File: src/rtl/writeback_arbiter_pkg.sv
// Shared constants for the writeback return path: widths, the one-hot unit codes the issue
// stage decodes, source indices and small arbitration helpers.
package writeback_arbiter_pkg;

    localparam int XLEN    = 32;
    localparam int REG_AW  = 5;
    localparam int NUM_SRC = 3;

    localparam logic [2:0] UNIT_INT = 3'b001;
    localparam logic [2:0] UNIT_VEC = 3'b010;
    localparam logic [2:0] UNIT_LSU = 3'b100;
    localparam logic [2:0] UNIT_NONE = 3'b000;

    // Source index doubles as the bit position of its unit code.
    typedef enum logic [1:0] {
        SRC_INT = 2'd0,
        SRC_VEC = 2'd1,
        SRC_LSU = 2'd2
    } src_t;

    function automatic logic [2:0] unit_code(input src_t s);
        case (s)
            SRC_VEC: return UNIT_VEC;
            SRC_LSU: return UNIT_LSU;
            default: return UNIT_INT;
        endcase
    endfunction

    function automatic src_t next_src(input src_t s);
        case (s)
            SRC_INT: return SRC_VEC;
            SRC_VEC: return SRC_LSU;
            default: return SRC_INT;
        endcase
    endfunction

    // One-hot grant to the first requester in the order a, b, c.
    function automatic logic [NUM_SRC-1:0] pick_first(input logic [NUM_SRC-1:0] req,
                                                      input src_t a, input src_t b, input src_t c);
        logic [NUM_SRC-1:0] g;
        g = '0;
        if (req[a])      g[a] = 1'b1;
        else if (req[b]) g[b] = 1'b1;
        else if (req[c]) g[c] = 1'b1;
        return g;
    endfunction

endpackage

File: src/rtl/writeback_arbiter_if.sv
// Result handshakes from the INT/VEC/LSU units plus the registered writeback port.
// master = execution units and regfile side, slave = the arbiter.
interface writeback_arbiter_if;
    import writeback_arbiter_pkg::*;

    logic              int_valid_in;
    logic [REG_AW-1:0] int_rd_in;
    logic [XLEN-1:0]   int_data_in;
    logic              int_ready_out;

    logic              vec_valid_in;
    logic [REG_AW-1:0] vec_rd_in;
    logic [XLEN-1:0]   vec_data_in;
    logic              vec_ready_out;

    logic              lsu_valid_in;
    logic [REG_AW-1:0] lsu_rd_in;
    logic [XLEN-1:0]   lsu_data_in;
    logic              lsu_ready_out;

    logic              wb_ready_in;
    logic              wb_valid_out;
    logic              wb_we_out;
    logic [REG_AW-1:0] wb_rd_out;
    logic [XLEN-1:0]   wb_data_out;
    logic [2:0]        wb_src_out;

    modport master (
        output int_valid_in, int_rd_in, int_data_in,
        output vec_valid_in, vec_rd_in, vec_data_in,
        output lsu_valid_in, lsu_rd_in, lsu_data_in,
        output wb_ready_in,
        input  int_ready_out, vec_ready_out, lsu_ready_out,
        input  wb_valid_out, wb_we_out, wb_rd_out, wb_data_out, wb_src_out
    );

    modport slave (
        input  int_valid_in, int_rd_in, int_data_in,
        input  vec_valid_in, vec_rd_in, vec_data_in,
        input  lsu_valid_in, lsu_rd_in, lsu_data_in,
        input  wb_ready_in,
        output int_ready_out, vec_ready_out, lsu_ready_out,
        output wb_valid_out, wb_we_out, wb_rd_out, wb_data_out, wb_src_out
    );

endinterface

File: src/rtl/wb_hold_buffer.sv
// One-entry result holding buffer (full flag, rd, data). A load in the same cycle as a
// drain keeps the entry full, so a source can stream one result per cycle.
module wb_hold_buffer
    import writeback_arbiter_pkg::*;
(
    input  logic              clk,
    input  logic              rst_n,
    input  logic              load,
    input  logic              drain,
    input  logic [REG_AW-1:0] wr_rd,
    input  logic [XLEN-1:0]   wr_data,
    output logic              full,
    output logic [REG_AW-1:0] rd,
    output logic [XLEN-1:0]   data
);

    // NOTE: sequential state uses non-blocking assignments so every flop samples pre-edge values.
    always_ff @(posedge clk or negedge rst_n) begin
        if (!rst_n) begin
            full <= 1'b0;
            // NOTE: the payload is reset too; with one entry it is cheap and keeps outputs defined.
            rd   <= '0;
            data <= '0;
        end else if (load) begin
            full <= 1'b1;
            rd   <= wr_rd;
            data <= wr_data;
        end else if (drain) begin
            full <= 1'b0;
        end
    end

endmodule

File: src/rtl/writeback_arbiter.sv
// Serialises INT/VEC/LSU results into one registered writeback port toward the regfile.
// Fixed priority LSU > INT > VEC by default; `WB_ROUND_ROBIN_EN selects a rotating pointer.
module writeback_arbiter
    import writeback_arbiter_pkg::*;
(
    input  logic                clock_in,
    input  logic                reset_in,
    writeback_arbiter_if.slave  bus
);

    logic [NUM_SRC-1:0] src_valid;
    logic [NUM_SRC-1:0] full;
    logic [NUM_SRC-1:0] grant;
    logic [NUM_SRC-1:0] ready;
    logic [REG_AW-1:0]  src_rd   [NUM_SRC];
    logic [XLEN-1:0]    src_data [NUM_SRC];
    logic [REG_AW-1:0]  buf_rd   [NUM_SRC];
    logic [XLEN-1:0]    buf_data [NUM_SRC];
    logic               out_free;
    src_t               gnt_src;

    logic              wb_valid;
    logic              wb_we;
    logic [REG_AW-1:0] wb_rd;
    logic [XLEN-1:0]   wb_data;
    logic [2:0]        wb_src;

    assign src_valid          = {bus.lsu_valid_in, bus.vec_valid_in, bus.int_valid_in};
    assign src_rd[SRC_INT]    = bus.int_rd_in;
    assign src_rd[SRC_VEC]    = bus.vec_rd_in;
    assign src_rd[SRC_LSU]    = bus.lsu_rd_in;
    assign src_data[SRC_INT]  = bus.int_data_in;
    assign src_data[SRC_VEC]  = bus.vec_data_in;
    assign src_data[SRC_LSU]  = bus.lsu_data_in;

    for (genvar i = 0; i < NUM_SRC; i++) begin : g_buf
        wb_hold_buffer u_buf (
            .clk     (clock_in),
            .rst_n   (reset_in),
            .load    (src_valid[i] & ready[i]),
            .drain   (grant[i]),
            .wr_rd   (src_rd[i]),
            .wr_data (src_data[i]),
            .full    (full[i]),
            .rd      (buf_rd[i]),
            .data    (buf_data[i])
        );
    end

    assign out_free = !wb_valid || bus.wb_ready_in;

`ifdef WB_ROUND_ROBIN_EN
    src_t ptr;

    always_comb begin
        // NOTE: default every always_comb output first so no path can infer a latch.
        grant = '0;
        if (out_free) begin
            case (ptr)
                SRC_VEC: grant = pick_first(full, SRC_VEC, SRC_LSU, SRC_INT);
                SRC_LSU: grant = pick_first(full, SRC_LSU, SRC_INT, SRC_VEC);
                default: grant = pick_first(full, SRC_INT, SRC_VEC, SRC_LSU);
            endcase
        end
    end

    always_ff @(posedge clock_in or negedge reset_in) begin
        if (!reset_in)   ptr <= SRC_INT;
        else if (|grant) ptr <= next_src(gnt_src);
    end
`else
    assign grant = out_free ? pick_first(full, SRC_LSU, SRC_INT, SRC_VEC) : '0;
`endif

    // A granted buffer can refill in the same cycle it drains.
    assign ready = ~full | grant;

    always_comb begin
        gnt_src = SRC_INT;
        if (grant[SRC_VEC]) gnt_src = SRC_VEC;
        if (grant[SRC_LSU]) gnt_src = SRC_LSU;
    end

    always_ff @(posedge clock_in or negedge reset_in) begin
        if (!reset_in) begin
            wb_valid <= 1'b0;
            wb_we    <= 1'b0;
            wb_rd    <= '0;
            wb_data  <= '0;
            wb_src   <= UNIT_NONE;
        end else if (|grant) begin
            wb_valid <= 1'b1;
            wb_we    <= (buf_rd[gnt_src] != '0);
            wb_rd    <= buf_rd[gnt_src];
            wb_data  <= buf_data[gnt_src];
            wb_src   <= unit_code(gnt_src);
        end else if (out_free) begin
            // Idle: rd/data keep their last value.
            wb_valid <= 1'b0;
            wb_we    <= 1'b0;
            wb_src   <= UNIT_NONE;
        end
    end

    assign bus.int_ready_out = ready[SRC_INT];
    assign bus.vec_ready_out = ready[SRC_VEC];
    assign bus.lsu_ready_out = ready[SRC_LSU];
    assign bus.wb_valid_out  = wb_valid;
    assign bus.wb_we_out     = wb_we;
    assign bus.wb_rd_out     = wb_rd;
    assign bus.wb_data_out   = wb_data;
    assign bus.wb_src_out    = wb_src;

endmodule

File: src/flat_wrapper.sv
// flat-port wrapper written by rule: the top's interface ports become plain ports
module writeback_arbiter_flat import writeback_arbiter_pkg::*;
  (clock_in, reset_in, bus_int_valid_in, bus_int_rd_in, bus_int_data_in, bus_vec_valid_in, bus_vec_rd_in, bus_vec_data_in, bus_lsu_valid_in, bus_lsu_rd_in, bus_lsu_data_in, bus_wb_ready_in, bus_int_ready_out, bus_vec_ready_out, bus_lsu_ready_out, bus_wb_valid_out, bus_wb_we_out, bus_wb_rd_out, bus_wb_data_out, bus_wb_src_out);
  writeback_arbiter_if bus_i ();
  input  logic clock_in;
  input  logic reset_in;
  input wire logic [$bits(bus_i.int_valid_in)-1:0] bus_int_valid_in;
  input wire logic [$bits(bus_i.int_rd_in)-1:0] bus_int_rd_in;
  input wire logic [$bits(bus_i.int_data_in)-1:0] bus_int_data_in;
  input wire logic [$bits(bus_i.vec_valid_in)-1:0] bus_vec_valid_in;
  input wire logic [$bits(bus_i.vec_rd_in)-1:0] bus_vec_rd_in;
  input wire logic [$bits(bus_i.vec_data_in)-1:0] bus_vec_data_in;
  input wire logic [$bits(bus_i.lsu_valid_in)-1:0] bus_lsu_valid_in;
  input wire logic [$bits(bus_i.lsu_rd_in)-1:0] bus_lsu_rd_in;
  input wire logic [$bits(bus_i.lsu_data_in)-1:0] bus_lsu_data_in;
  input wire logic [$bits(bus_i.wb_ready_in)-1:0] bus_wb_ready_in;
  output wire logic [$bits(bus_i.int_ready_out)-1:0] bus_int_ready_out;
  output wire logic [$bits(bus_i.vec_ready_out)-1:0] bus_vec_ready_out;
  output wire logic [$bits(bus_i.lsu_ready_out)-1:0] bus_lsu_ready_out;
  output wire logic [$bits(bus_i.wb_valid_out)-1:0] bus_wb_valid_out;
  output wire logic [$bits(bus_i.wb_we_out)-1:0] bus_wb_we_out;
  output wire logic [$bits(bus_i.wb_rd_out)-1:0] bus_wb_rd_out;
  output wire logic [$bits(bus_i.wb_data_out)-1:0] bus_wb_data_out;
  output wire logic [$bits(bus_i.wb_src_out)-1:0] bus_wb_src_out;
  assign bus_i.int_valid_in = bus_int_valid_in;
  assign bus_i.int_rd_in = bus_int_rd_in;
  assign bus_i.int_data_in = bus_int_data_in;
  assign bus_i.vec_valid_in = bus_vec_valid_in;
  assign bus_i.vec_rd_in = bus_vec_rd_in;
  assign bus_i.vec_data_in = bus_vec_data_in;
  assign bus_i.lsu_valid_in = bus_lsu_valid_in;
  assign bus_i.lsu_rd_in = bus_lsu_rd_in;
  assign bus_i.lsu_data_in = bus_lsu_data_in;
  assign bus_i.wb_ready_in = bus_wb_ready_in;
  assign bus_int_ready_out = bus_i.int_ready_out;
  assign bus_vec_ready_out = bus_i.vec_ready_out;
  assign bus_lsu_ready_out = bus_i.lsu_ready_out;
  assign bus_wb_valid_out = bus_i.wb_valid_out;
  assign bus_wb_we_out = bus_i.wb_we_out;
  assign bus_wb_rd_out = bus_i.wb_rd_out;
  assign bus_wb_data_out = bus_i.wb_data_out;
  assign bus_wb_src_out = bus_i.wb_src_out;
  writeback_arbiter u_core (.clock_in(clock_in), .reset_in(reset_in), .bus(bus_i));
endmodule
File: config.mk
export PLATFORM = sky130hd
export DESIGN_NAME = writeback_arbiter_flat
export DESIGN_NICKNAME = d
export VERILOG_FILES = /design/src/rtl/writeback_arbiter_pkg.sv /design/src/rtl/writeback_arbiter_if.sv /design/src/rtl/wb_hold_buffer.sv /design/src/rtl/writeback_arbiter.sv /design/src/flat_wrapper.sv
export SDC_FILE = /design/constraint.sdc
export NUM_CORES = 1
export LEC_CHECK = 0
export BUFFER_PORTS_ARGS = -buffer_cell sky130_fd_sc_hd__buf_4
export CORE_MARGIN = 2
export CORE_UTILIZATION = 50
export CTS_BUF_LIST = sky130_fd_sc_hd__clkbuf_2
export DETAILED_ROUTE_END_ITERATION = 16
export GPL_TIMING_DRIVEN = 0
export PLACE_DENSITY = 0.73
export SETUP_SLACK_MARGIN = 0.5
export SYNTH_ARGS = -nofsm -noshare
export SYNTH_HDL_FRONTEND = slang
export SYNTH_SLANG_ARGS = --single-unit
File: constraint.sdc
create_clock -name clock_in -period 2.9 [get_ports clock_in]
set_clock_uncertainty 0.2 [all_clocks]
set_input_delay 0.58 -clock clock_in [delete_from_list [all_inputs] [get_ports clock_in]]
set_output_delay 0.58 -clock clock_in [all_outputs]
set_load 0.02 [all_outputs]
# ---- After elaboration in Yosys (flattened, before gate mapping)
# Cells that the tools add are included.
dict set report word_totals {
  ff_bits 156
  output_inout_bits 45
  word_cells 57
}
dict set report classes {
  order_cmp 1
  eq_ne 2
  mux 26
  bitwise 6
  n_reduce_logical 8
}
# op n
set op_table {}
lappend op_table {{32-bit binary-select mux with 2-bit select} 1}
lappend op_table {{32-bit 2-to-1 mux} 2}
lappend op_table {{1-bit 2-to-1 mux} 14}
lappend op_table {{5-bit binary-select mux with 2-bit select} 1}
lappend op_table {{5-bit 2-to-1 mux} 2}
lappend op_table {{3-bit 2-to-1 mux} 3}
lappend op_table {{2-bit nonzero test} 4}
lappend op_table {{3-bit one-hot mux with 2 select lines} 1}
lappend op_table {{5-bit nonzero test} 1}
lappend op_table {{2-bit 2-to-1 mux} 2}
lappend op_table {{1-bit AND} 3}
lappend op_table {{3-bit >= comparator (second input constant)} 1}
lappend op_table {{2-bit inverter with 3-bit output} 1}
lappend op_table {{3-bit inverter} 1}
lappend op_table {{3-bit OR} 1}
lappend op_table {{3-bit OR reduction} 1}
lappend op_table {{2-bit by 1-bit == test with 1-bit output (second input constant)} 1}
lappend op_table {{2-bit == test (second input constant)} 1}
lappend op_table {{1-bit zero test} 1}
lappend op_table {{1-bit logical OR} 1}

# ---- Depth between registers and ports, before layout
dict set report logic_depth {
  ltp_word 12
  mapped_depth 8
}

# ---- Cells and area by module
# A second synthesis with hierarchy kept.
dict set report hier_totals {
  hier_cells 513
  area_unflattened_um2 6807.8
}
# module n_inst cells_each area_per_inst_um2 seq_area_each_um2
set modules_own_cells {}
lappend modules_own_cells {wb_hold_buffer 3 81 1488.9 950.9}
lappend modules_own_cells {writeback_arbiter 1 270 2341.0 1051.0}

# ---- Least setup slack after synthesis
# Ideal clock, no wire load.
dict set report synth_timing {
  kind {input-to-reg}
  start {input bus_wb_ready_in}
  end {register u_core.g_buf[2].u_buf.data[0]}
  setup_ns 0.125
  arrival_ns 1.911
  t_required_ns 2.575
  setup_slack_ns 0.664
  cell_stages 6
  path_buffers 2
  path_cell_list {nor2b_1 buf_2 nand2_1 nand2_1 buf_2 mux2_2}
}
dict set report synth_between {
  elab_chain_cells 4
}
# element line
set synth_rtl {}
lappend synth_rtl {{start, declared} flat_wrapper.sv:16} ;# input wire logic [$bits(bus_i.wb_ready_in)-1:0] bus_wb_ready_in;
lappend synth_rtl {{1-bit logical OR} writeback_arbiter.sv:50} ;# assign out_free = !wb_valid || bus.wb_ready_in;
lappend synth_rtl {{3-bit 2-to-1 mux} writeback_arbiter.sv:72} ;# assign grant = out_free ? pick_first(full, SRC_LSU, SRC_INT, SRC_VEC) : '0;
lappend synth_rtl {{3-bit OR} writeback_arbiter.sv:76} ;# assign ready = ~full | grant;
lappend synth_rtl {{via bus_lsu_ready_out} flat_wrapper.sv:19} ;# output wire logic [$bits(bus_i.lsu_ready_out)-1:0] bus_lsu_ready_out;
lappend synth_rtl {{1-bit AND} writeback_arbiter.sv:40} ;# .load (src_valid[i] & ready[i]),
lappend synth_rtl {{end signal, assigned} wb_hold_buffer.sv:27} ;# data <= wr_data;
lappend synth_rtl {{end, declared} wb_hold_buffer.sv:14} ;# output logic [XLEN-1:0] data
# The timed path passes the listed nets, and every way through them passes these cells.
# A chain may end at the register's enable or synchronous reset.

# ---- Final worst setup path
dict set report layout_timing {
  start {register u_core.g_buf[2].u_buf.full}
  end {output bus_vec_ready_out}
}
dict set report layout_between {
  elab_chain_cells 3
}
# element line
set layout_rtl {}
lappend layout_rtl {{start, declared} wb_hold_buffer.sv:12} ;# output logic full,
lappend layout_rtl {{start signal, assigned} wb_hold_buffer.sv:20} ;# full <= 1'b0;
lappend layout_rtl {{start signal, assigned} wb_hold_buffer.sv:25} ;# full <= 1'b1;
lappend layout_rtl {{start signal, assigned} wb_hold_buffer.sv:29} ;# full <= 1'b0;
lappend layout_rtl {{2-bit 2-to-1 mux} writeback_arbiter_pkg.sv:42} ;# if (req[a]) g[a] = 1'b1;
lappend layout_rtl {{3-bit 2-to-1 mux} writeback_arbiter.sv:72}
lappend layout_rtl {{3-bit OR} writeback_arbiter.sv:76}
lappend layout_rtl {{end, declared} flat_wrapper.sv:18} ;# output wire logic [$bits(bus_i.vec_ready_out)-1:0] bus_vec_ready_out;
# Every way passes these cells.

==> impl_results.md <==
- FF/Latch Area: 3906 um^2
- Root Buffer: clkbuf_2
- Min Hold Slack: 0.1290 ns
- Netlist cell types: 32
- Mapped cell area: around 6600 um^2
- Mux contribution to synthesized area: 23.97%
- Nets@finish: 905
- Global-route wire length before repair: about 27000 um
- Routed vias: 4971
- Synth warn: 0
- Pre-Repair DR Iteration Count: 4
- Setup_tns: 0 ns
- I/O pins: 162
- Worst-Skew Late Latency: 0.72 ns
- Crit path required time: 2.12 ns
- Multi-input gate area: 2521 um^2
- Fin. max-slew vios: 0
- Crit path kind: reg -> out
- Dpl hpwl: 10880 um
- Crit end category: primary output
- CTS tree: done
- Largest net degree at the start of global routing: 87
- Max-cap violations: 0
- Initial antenna violation count: 1
- Outcome: finished clean
- Port Buf Inserts: roughly 160
- Total chip power: 5603 uW
- Critical-path maximum fanout: 3
- Placer Congestion: 0.8410
- # H-tree levels: 4
- Max Fclk: ~400 MHz
- Initial Utilization: 51.49%
- Final min period: 2.525 ns
- Simple-gate area share of the yosys netlist: 4.814%
- Clk slew on worst S/H paths: 0.21 ns
- Static Leak: approximately 0.0047 uW
- Worst EP arrival: 1.74 ns
- Starting DRC count in detailed routing: between 200 and 300
- Crit start category: flip-flop
- Ys flop type: dfrtp_1
- Worst R2R Start: u_core.bus.wb_valid_out
- RSZ-0062 raised after global routing: true
- Post-Synth XOR/XNOR Area: 0%
- Routed wire length: 16770 um
- Number of global-route vias before repair: ~5200
- VDD IR-drop max: 0.0003849 V
- Core area: 12720 um^2
- Largest family of logic cells by synthesized area: multiplexers
- Sequential fraction of the synthesis area: 59.60%
- Final worst path period share: 87.07%
- R2R cell count: 9
- Vias per cell: about 5.1
- Hold EP: u_core.g_buf[0].u_buf.full
- Die W: roughly 120 um
- DRC viols: 0
- Reg2Reg Setup Slack: a little over 0.6 ns
- ANT nets after route: 0
- Total Routing Usage GR: between 20% and 30%
- # fillers: 829
- Worst slew pin tran: 0.6476 ns
- Area growth syn-to-layout: 46.13%
- FP Rows: 41
- Crit Reg-Reg Endpoint: u_core.bus.wb_data_out[2]
- Die Height: 118.5 um
- TritonCTS Sinks: 156
- Hold path start: bus_wb_ready_in
- Remaining Overflow, GRT: 0
- FF+latch count, synth: 156
- Gate Count Post-Synth: 480
- Rel. slew slack: 56.83%
- Post-synthesis net count: 597
- Post-synthesis compound-gate area fraction: a little under a tenth
- Final setup violation count: 0
- Asr flop ratio synth: 100.0%
- Full die area: 14030 um^2
- Final Hold Violating Endpoints: 0
- Post-Synth Adder-Cell Area: 0%
- DR WL/cell: around 17 um
- Synth Area per Inst: roughly 14 um^2
- Post-synth EDFFs: 0
- Clk buf depth: 2
- Share of layout cells above drive strength 1: 39.58%
- PwrDens: 585.3 nW/um^2
- Hold WC Path Type: in -> reg
- Hold path depth: 5
- Cts bufs inserted: 17
[what timing repair did]
| action | CTS | global route |
|---|---|---|
| setup endpoints to repair | 40 | 23 |
| endpoints found under the hold margin | 184 | 1 |
| pin swaps | 3 | 4 |
| setup buffers | 8 | 3 |
| gates resized for setup | 16 | 9 |
| hold buffers | 115 | 1 |
[per-stage QoR]
step                      instances  instance area, um^2  util, %  setup slack, ns
final                           974                 9572    75.24           0.3751
after global routing            974                 9572    75.24           0.2316
after CTS                       969                 9507    74.72           0.3115
after detailed placement        814                 8005    62.92           0.1736
after global placement          813                 7974    62.68           0.1999
after floorplan                 480                 6550        -           0.6639
[cell type report]
class	count	share of cell area, %
sequential	156	40.81
multi-input combinational	291	26.34
timing repair buffer	289	26.07
tap	172	2.248
buffer	30	1.830
clock inverter	13	1.569
clock buffer	19	0.9935
inverter	3	0.1176
antenna	1	0.02614
[sequential cells by signal, summed over array words and instances, names as in the netlist]
| signal | cells |
|---|---|
| u_core.g_buf.u_buf.data | 96 |
| u_core.bus.wb_rd_out | 5 |
| u_core.g_buf.u_buf.rd | 15 |
| u_core.bus.wb_data_out | 32 |
| u_core.bus.wb_src_out | 3 |
| u_core.g_buf.u_buf.full | 3 |
| u_core.bus.wb_we_out | 1 |
| u_core.bus.wb_valid_out | 1 |
[per-layer routing]
| metal | vias to the layer above | routed length, um | global-route usage [%] |
|---|---|---|---|
| met5 | - | 0 | 0 |
| met4 | 0 | 318 | 8.705 |
| met3 | 26 | 873 | 6.033 |
| met2 | 141 | 8355 | 40.75 |
| met1 | 2473 | 7226 | 31.75 |
| li1 | 2331 | - | - |
[worst max path at each step]
| stage | from | to | slack [ns] | depth (start not counted) |
|---|---|---|---|---|
| 6_report | u_core.g_buf[2].u_buf.full | bus_vec_ready_out | 0.38 | 4 |
| 5_1_grt | u_core.g_buf[2].u_buf.full | bus_vec_ready_out | 0.23 | 4 |
| 4_1_cts | u_core.bus.wb_valid_out | bus_int_ready_out | 0.31 | 4 |
| 3_5_place_dp | bus_wb_ready_in | u_core.bus.wb_data_out[29] | 0.17 | 8 |
| 3_3_place_gp | bus_wb_ready_in | u_core.bus.wb_data_out[29] | 0.20 | 8 |
| 2_1_floorplan | bus_wb_ready_in | u_core.g_buf[2].u_buf.data[0] | 0.66 | 6 |
[cells in the mapped netlist, drive strengths merged, types with 2 or more instances]
cell type  count  area share, %
o22ai          3           0.29
nor2          32            1.8
dfrtp        156             60
nor2b          5           0.48
clkbuf        10           0.57
buf           20            1.7
a211oi        32            3.7
a21oi          3           0.23
nand2b         5           0.48
mux2         111             19
nand3          2           0.15
o21ai          5           0.44
a21o          33            3.8
mux2i         32            4.9
inv            3           0.17
nand2         17            1.2
and3           2           0.19
[cells by family (layout without fill, tap and decap cells)]
family                 count (synthesis)  count (layout)
AOI/OAI and AO/OA                     82              82
buffers and inverters                 33             354
DFF                                  156             156
muxes                                143             143
other                                  0               1
and+or+nand+nor                       66              66
[critical path, stage by stage (launching register included)]
cell and delay (ns):
dfrtp_2 0.47, nor3b_4 0.28, nand2_4 0.09, nand2_4 0.08, buf_6 0.11
[power breakdown]
part | total [uW] | leakage (uW) | switching (uW) | internal [uW]
clock network | 1210 | 0.000149 | 737 | 478
registers | 2960 | 0.00184 | 283 | 2680
logic | 1430 | 0.00275 | 616 | 810
total | 5600 | 0.00473 | 1640 | 3970
[cell usage in the layout, fill, tap and decap left out, types with 25 or more instances in the layout]
master | synthesis | final
buf_4 | 0 | 168
mux2i_1 | 32 | 32
a211oi_1 | 32 | 32
mux2_1 | 30 | 30
nor2_1 | 32 | 32
mux2_2 | 81 | 81
dfrtp_1 | 156 | 154
clkbuf_2 | 0 | 25
a21o_1 | 33 | 33
dlygate4sd3_1 | 0 | 116
Note: power is estimated with default switching activity, not from simulation.
